## src/rtl/mesh_hs_monitor.sv

```systemverilog
// Passive monitor for the pndng/pop handshake on every mesh terminal, both directions:
// per-channel timeout FSMs, spurious-pop and data-stability checks, sticky flags, transfer counters.
module mesh_hs_monitor #(
  parameter int NTERM   = 16,
  parameter int PCKG_SZ = 40,
  parameter int TIMEOUT = 50,
  parameter int CNT_W   = 16
) (
  input  logic                       clk,
  input  logic                       reset,
  input  logic [NTERM-1:0]           pndng,
  input  logic [NTERM-1:0]           pop,
  input  logic [NTERM*PCKG_SZ-1:0]   data_out,
  input  logic [NTERM-1:0]           pndng_i_in,
  input  logic [NTERM-1:0]           popin,
  input  logic                       clr_err,
  input  logic [$clog2(NTERM)-1:0]   cnt_sel,
  input  logic                       cnt_dir,
  output logic [NTERM-1:0]           err_to_out,
  output logic [NTERM-1:0]           err_to_in,
  output logic [NTERM-1:0]           err_spur,
  output logic [NTERM-1:0]           err_stab,
  output logic                       any_err,
  output logic [CNT_W-1:0]           cnt_rd
);
  localparam int WC_W = $clog2(TIMEOUT + 1);

  typedef enum logic [1:0] {IDLE = 2'd0, WAIT = 2'd1, TOUT = 2'd2} hs_state_e;

  logic [NTERM-1:0] to_set_out, to_set_in, stab_set, spur_set;
  logic [CNT_W-1:0] cnt_arr [2][NTERM];

  logic [NTERM-1:0] to_out_q, to_out_d, to_in_q, to_in_d;
  logic [NTERM-1:0] spur_q, spur_d, stab_q, stab_d;
  logic             any_q, any_d;
  logic [CNT_W-1:0] rd_q, rd_d;

  for (genvar gi = 0; gi < NTERM; gi++) begin : g_ch
    logic [PCKG_SZ-1:0] data_q;
    logic               stall_q, stall_out;

    for (genvar gd = 0; gd < 2; gd++) begin : g_dir
      hs_state_e        state_q, state_d;
      logic [WC_W-1:0]  wcnt_q, wcnt_d, wnext;
      logic [CNT_W-1:0] xcnt_q, xcnt_d;
      logic             pn, pp, stall, to_set;

      assign pn    = (gd == 0) ? pndng[gi] : pndng_i_in[gi];
      assign pp    = (gd == 0) ? pop[gi]   : popin[gi];
      assign stall = pn & ~pp;
      // The first stalled cycle seen from IDLE already counts as wait cycle one.
      assign wnext = (state_q == IDLE) ? WC_W'(1) : wcnt_q + WC_W'(1);

      always_ff @(posedge clk or negedge reset) begin
        if (!reset) begin
          state_q <= IDLE;
          wcnt_q  <= '0;
          xcnt_q  <= '0;
        end else begin
          state_q <= state_d;
          wcnt_q  <= wcnt_d;
          xcnt_q  <= xcnt_d;
        end
      end

      always_comb begin
        state_d = state_q;
        wcnt_d  = wcnt_q;
        to_set  = 1'b0;
        case (state_q)
          IDLE, WAIT: begin
            if (stall) begin
              if (wnext == WC_W'(TIMEOUT)) begin
                state_d = TOUT;
                wcnt_d  = '0;
                to_set  = 1'b1;
              end else begin
                state_d = WAIT;
                wcnt_d  = wnext;
              end
            end else begin
              state_d = IDLE;
              wcnt_d  = '0;
            end
          end
          TOUT: begin
            if (!stall) begin
              state_d = IDLE;
            end else begin
              state_d = TOUT;
            end
            wcnt_d = '0;
          end
          default: begin
            state_d = IDLE;
            wcnt_d  = '0;
          end
        endcase
      end

      always_comb begin
        if (pn && pp && (xcnt_q != {CNT_W{1'b1}})) begin
          xcnt_d = xcnt_q + CNT_W'(1);
        end else begin
          xcnt_d = xcnt_q;
        end
      end

      assign cnt_arr[gd][gi] = xcnt_q;
      if (gd == 0) begin : g_out
        assign to_set_out[gi] = to_set;
      end else begin : g_in
        assign to_set_in[gi] = to_set;
      end
    end

    assign stall_out = pndng[gi] & ~pop[gi];

    always_ff @(posedge clk or negedge reset) begin
      if (!reset) begin
        data_q  <= '0;
        stall_q <= 1'b0;
      end else begin
        data_q  <= data_out[gi*PCKG_SZ +: PCKG_SZ];
        stall_q <= stall_out;
      end
    end

    assign stab_set[gi] = stall_q & stall_out & (data_out[gi*PCKG_SZ +: PCKG_SZ] != data_q);
  end

  // A new violation wins over clr_err in the same cycle.
  always_comb begin
    spur_set = (pop & ~pndng) | (popin & ~pndng_i_in);
    to_out_d = to_set_out | (to_out_q & ~{NTERM{clr_err}});
    to_in_d  = to_set_in  | (to_in_q  & ~{NTERM{clr_err}});
    spur_d   = spur_set   | (spur_q   & ~{NTERM{clr_err}});
    stab_d   = stab_set   | (stab_q   & ~{NTERM{clr_err}});
    any_d    = |{to_out_q, to_in_q, spur_q, stab_q};
    if (32'(cnt_sel) < 32'(NTERM)) begin
      rd_d = cnt_arr[cnt_dir][cnt_sel];
    end else begin
      rd_d = '0;
    end
  end

  always_ff @(posedge clk or negedge reset) begin
    if (!reset) begin
      to_out_q <= '0;
      to_in_q  <= '0;
      spur_q   <= '0;
      stab_q   <= '0;
      any_q    <= 1'b0;
      rd_q     <= '0;
    end else begin
      to_out_q <= to_out_d;
      to_in_q  <= to_in_d;
      spur_q   <= spur_d;
      stab_q   <= stab_d;
      any_q    <= any_d;
      rd_q     <= rd_d;
    end
  end

  assign err_to_out = to_out_q;
  assign err_to_in  = to_in_q;
  assign err_spur   = spur_q;
  assign err_stab   = stab_q;
  assign any_err    = any_q;
  assign cnt_rd     = rd_q;
endmodule

```

## config.mk

```make
export PLATFORM = sky130hd
export DESIGN_NAME = mesh_hs_monitor
export DESIGN_NICKNAME = d
export VERILOG_FILES = /design/src/rtl/mesh_hs_monitor.sv
export SDC_FILE = /design/constraint.sdc
export NUM_CORES = 2
export LEC_CHECK = 0
export CORE_MARGIN = 2
export CORE_UTILIZATION = 30
export DETAILED_ROUTE_END_ITERATION = 10
export PLACE_DENSITY = 0.57
export SLEW_MARGIN = 20
export SYNTH_ARGS = -nofsm -noshare
export SYNTH_HDL_FRONTEND = slang
export SYNTH_SLANG_ARGS = --single-unit
```

## constraint.sdc

```tcl
create_clock -name clk -period 2.9 [get_ports clk]
set_input_delay 0.435 -clock clk [delete_from_list [all_inputs] [get_ports clk]]
set_output_delay 0.435 -clock clk [all_outputs]
set_load 0.02 [all_outputs]
```

# [Word level (Yosys, flattened, before mapping)]
# Index checks and enable logic that the tools add are counted.
[classes] addsub=64 n_lt_le_gt_ge=2 eq_ne=144 muxes=358 n_bitwise=112 reduce_logical=129
[op_table] op="$mux 256" n=3
[op_table] op="$mux 6" n=128
[op_table] op="$ne 40x40->1" n=16
[op_table] op="$add 16x1->16 const B" n=32
[op_table] op="$ne 16x16->1 const B" n=32
[op_table] op="$add 6x1->6 const B" n=32
[op_table] op="$eq 6x6->1 const B" n=32
[op_table] op="$mux 2" n=96
[op_table] op="$pmux 2 s2" n=32
[op_table] op="$and 16x16->16" n=6
[op_table] op="$mux 1" n=96
[op_table] op="$or 16x16->16" n=5
[op_table] op="$and 1x1->1" n=64
[op_table] op="$bmux 16 s4" n=1
[op_table] op="$eq 2x1->1 const B" n=32
[op_table] op="$eq 2x2->1 const B" n=32
[op_table] op="$logic_and 1x1->1" n=64
[op_table] op="$logic_not 2->1" n=32
[op_table] op="$reduce_or 2->1" n=32
[op_table] op="$reduce_or 64->1" n=1
[op_table] op="$not 16->16" n=3
[op_table] op="$mux 16" n=2
[op_table] op="$not 1->1" n=32
[op_table] op="$ge 5x5->1 const B" n=1
[op_table] op="other kinds (3)" n=3
[totals] ff_bits=1505 input_bits=712 output_inout_bits=81 word_cells=943

# [Logic depth before layout (Yosys ltp)]
[depth] word_depth=7 mapped_depth=8 depth_no_buf=6

# [Worst setup path before layout]
# OpenSTA, ideal clock, no wires.
[synth_timing] kind="input -> register" start="input port cnt_dir" end="register rd_q[9], in the netlist cnt_rd[9]" setup_time_ns=0.141 t_arrival_ns=1.840 required_time_ns=2.759 setup_slack_ns=0.919 path_stages=7 n_path_buf=3 path_cell_list="buf_4 -> buf_6 -> buf_2 -> mux4_2 -> mux2_2 -> a221oi_1 -> a31oi_1"
[synth_via] elab_chain_cells=7
[synth_lines] item="start, declared" line="18" rtl="input logic cnt_dir,"
[synth_lines] item="$not 1->2 (implied by the code)" line="141" rtl="rd_d = cnt_arr[cnt_dir][cnt_sel];"
[synth_lines] item="$mux 256 (implied by the code) (3 in series)" line="141"
[synth_lines] item="$bmux 16 s4" line="141"
[synth_lines] item="$mux 16 (implied by the code) (2 in series)" line="141"
[synth_lines] item="via rd_d[9]" line="36" rtl="logic [CNT_W-1:0] rd_q, rd_d;"
[synth_lines] item="end signal, assigned" line="161" rtl="rd_q <= rd_d;"
[synth_lines] item="end, declared" line="36"
# The timed path passes the listed nets, and every way through them passes these cells. The select of a mux whose other input is x is not followed.
# A chain may end at the register's enable or synchronous reset.

# [Worst setup path in the final report]
[layout_timing] start="register spur_q[8], in the netlist err_spur[8]" end="output port err_spur[8]"
[layout_lines] item="start, declared" line="34" rtl="logic [NTERM-1:0] spur_q, spur_d, stab_q, stab_d;"
[layout_lines] item="start signal, assigned" line="158" rtl="spur_q <= spur_d;"
[layout_lines] item="end, declared" line="21" rtl="output logic [NTERM-1:0] err_spur,"
# No word-level cell between the ends.

==> results.json <==
{
  "cp-start-kind": "flop",
  "crit_cells": 1,
  "fmax_ghz": 0.380,
  "yosysWarningCount": 0,
  "cts_inserted_buffers": 175,
  "vias": 45500,
  "critPathMaxStageDelay_ps": 780,
  "netlist_area_um2": 66000,
  "totalWireLength_um": 197000,
  "drive_gt1_frac": 0.0938,
  "grt_overflow": 0,
  "synth.yosys.seq_area_share": 0.571,
  "firstDrtPassIters": 5,
  "path_class": "flop to output pin",
  "detail_route.wl_per_cell_um": 20.7,
  "hpwlAfterDp_um": 152000,
  "cp_max_fo": 3,
  "hold_viol_final": 0,
  "clock_tree.buffer_depth": 3,
  "tritoncts": "built",
  "ys_types": 80,
  "grt_pass1_vias": 46700,
  "crit_family": "buffers and inverters",
  "ff2ff_path_depth": 5,
  "synth.top_cell.area_share": 0.571,
  "yosysMostFrequentCell": "dfrtp_1",
  "finalWorstPathRequiredPeriod_ps": 2630,
  "hold_path_startpoint": "data_out[566]",
  "status": "finished clean",
  "post_dp_cell_area_um2": 78400,
  "synthCells": 5456,
  "crit_start": "err_spur[8]",
  "finalSetupViolations": 0,
  "viasPerCell": 4.79,
  "antenna_found_initial": 25,
  "power_density_nw_per_um2": 661,
  "areaGrowthSynthToFinish_pct": 28.3,
  "ys_seq_elements": 1505,
  "post_cts_buffers": 0,
  "finalCritPeriodShare": 0.907,
  "leakage_nw": 35.9,
  "ys_top_cells_by_area": "dfrtp_1 57%, xor2_1 9.6%, xnor2_1 6.5%",
  "vdd_drop_max_mv": 0.617,
  "synth_edf_count": 0,
  "reg2reg_from": "g_ch[9].g_dir[1].xcnt_q[0]",
  "drc_errors": 0,
  "syn_area_per_cell_um2": 12.1,
  "synth_ff_type": "dfrtp_1",
  "clock_latency_ps": 820,
  "worstPathArrival_ps": 2200,
  "drt_iter0_drc": 2994,
  "hp-class": "input pin to flop",
  "max_slew_margin": 0.456,
  "whs_ps": 96.8,
  "track_usage": 0.174,
  "end_kind": "output pin",
  "synth_nets": 6232,
  "cts.clk_slew.worst_paths_ps": 60,
  "synth_largest_area_cell": "dfrtp_1",
  "die_x_um": 473,
  "final-max-slew-violation-count": 0,
  "io_pins": 793,
  "netlist_top_cells_count": "1505 x dfrtp_1, 721 x xor2_1, 488 x xnor2_1, 347 x nand2_1, 267 x nand3_1",
  "rrSetupSlack_ps": 430,
  "dieArea_um2": 224000,
  "row_count": 172,
  "synthArstFlopShare": 1.00,
  "stdcell_area_um2": 84700,
  "crit_chain": "clkdlybuf4s50_1",
  "start_util": 0.301,
  "cp-endpoint": "err_spur[8]",
  "cts-root-buf": "clkbuf_16",
  "place.gp.congestion": 0.895,
  "grt_start_max_net_pins": 103,
  "r2r_end": "g_ch[9].g_dir[1].xcnt_q[1]",
  "slowest_stage": "clkdlybuf4s50_1",
  "rsz0062_at_grt": "no",
  "antenna_left": 0,
  "tightest_slew_ps": 811,
  "cap_violations": 0,
  "cts.sinks": 1505,
  "coreArea_um2": 219000,
  "fin_skew_ps": 43.1,
  "required_ps": 2470,
  "fin_nets": 7245,
  "crit_buf_inv": 1,
  "io_buffers": 792,
  "grt_pass1_wl_um": 295000,
  "cts_htree_levels": 4,
  "die_h_um": 473
}
[flip-flops by register name, summed over array words and instances, names as in the netlist]
| name | flops |
|---|---|
| err_stab | 16 |
| g_ch.g_dir.state_q | 64 |
| cnt_rd | 16 |
| err_spur | 16 |
| g_ch.stall_q | 16 |
| any_err | 1 |
| g_ch.data_q | 640 |
| err_to_out | 16 |
| err_to_in | 16 |
| g_ch.g_dir.wcnt_q | 192 |
| g_ch.g_dir.xcnt_q | 512 |
[area by class of cell]
cell class / instances / area (um^2)
well taps: 2871 / 3590
multi-input cells: 3717 / 27300
inverters: 141 / 529
clock inverters: 75 / 1170
clock buffers: 251 / 5090
diodes: 9 / 22.5
fillers: 20900 / 134000
repair buffers: 929 / 9250
flip-flops and latches: 1505 / 37700
[metal layers]
| metal | global-route usage | vias up | routed length (um) |
|---|---|---|---|
| li1 | - | 21400 | - |
| met1 | 0.212 | 22600 | 80500 |
| met2 | 0.292 | 1226 | 95000 |
| met3 | 0.0460 | 337 | 13100 |
| met4 | 0.0680 | 36 | 7930 |
| met5 | 0 | - | 262 |
[worst min-delay path by stage]
| stage | cells past startpoint | endpoint | slack [ps] |
|---|---|---|---|
| final | 1 | g_ch[14].data_q[6] | 100 |
| after global routing | 1 | g_ch[4].data_q[30] | 30 |
| after CTS | 1 | g_ch[11].data_q[32] | 10 |
| after detailed placement | 1 | g_ch[10].data_q[24] | 430 |
| after global placement | 1 | g_ch[10].data_q[24] | 420 |
| after floorplan | 0 | any_err | 140 |
[where the power goes]
group / internal, mW / switching, mW / total (mW)
Sequential: 22.9 / 2.48 / 25.4
Clock: 14.2 / 9.33 / 23.5
Combinational: 3.59 / 3.43 / 7.02
Total: 40.7 / 15.2 / 55.9
[worst reg2reg max path: cells and delay by family (launching register included)]
kind | cells | cell delay (ps)
compound gates | 1 | 670
simple gates | 2 | 640
flops | 1 | 420
mux | 1 | 410
fa+ha+maj | 1 | 220
[cells in the final DEF, fill, tap and decap left out, drive strengths merged, types with 72 or more instances in the layout]
cell type	Yosys	routed
and3	96	96
buf	41	142
clkbuf	52	251
clkdlybuf4s50	0	785
dfrtp	1505	1505
inv	141	148
mux2i	131	131
nand2	347	347
nand3	268	268
nand4	238	238
nor2	259	259
nor3	72	72
nor4	204	204
xnor2	488	488
xor2	721	721
[kinds of logic after synthesis]
group                      share of synthesized area
buffers and inverters                         0.0151
adders and majority gates                     0.0121
AOI/OAI and AO/OA                             0.0416
xor gates and xnor gates                       0.161
and+or+nand+nor                                0.147
DFF                                            0.571
muxes                                         0.0523
[per-stage QoR]
stage / TNS, ps / setup WS (ps) / util / power [mW] / instances
2_1_floorplan: 0 / 919 / - / 28.7 / 5456
3_3_place_gp: -996 / -437 / 0.358 / 32.6 / 9162
3_5_place_dp: -222 / -211 / 0.358 / 32.8 / 9162
4_1_cts: 0 / 44.7 / 0.386 / 56.8 / 9489
5_1_grt: 0 / 141 / 0.386 / 58.6 / 9495
6_report: 0 / 270 / 0.386 / 55.9 / 9498
[timing repair]
item                                    in CTS  in global routing
hold buffers                                 1                  0
endpoints found under the setup margin       1                  0
gates resized for setup                      1                  0
endpoints found under the hold margin       31                  0
(Power assumes the default switching activity.)
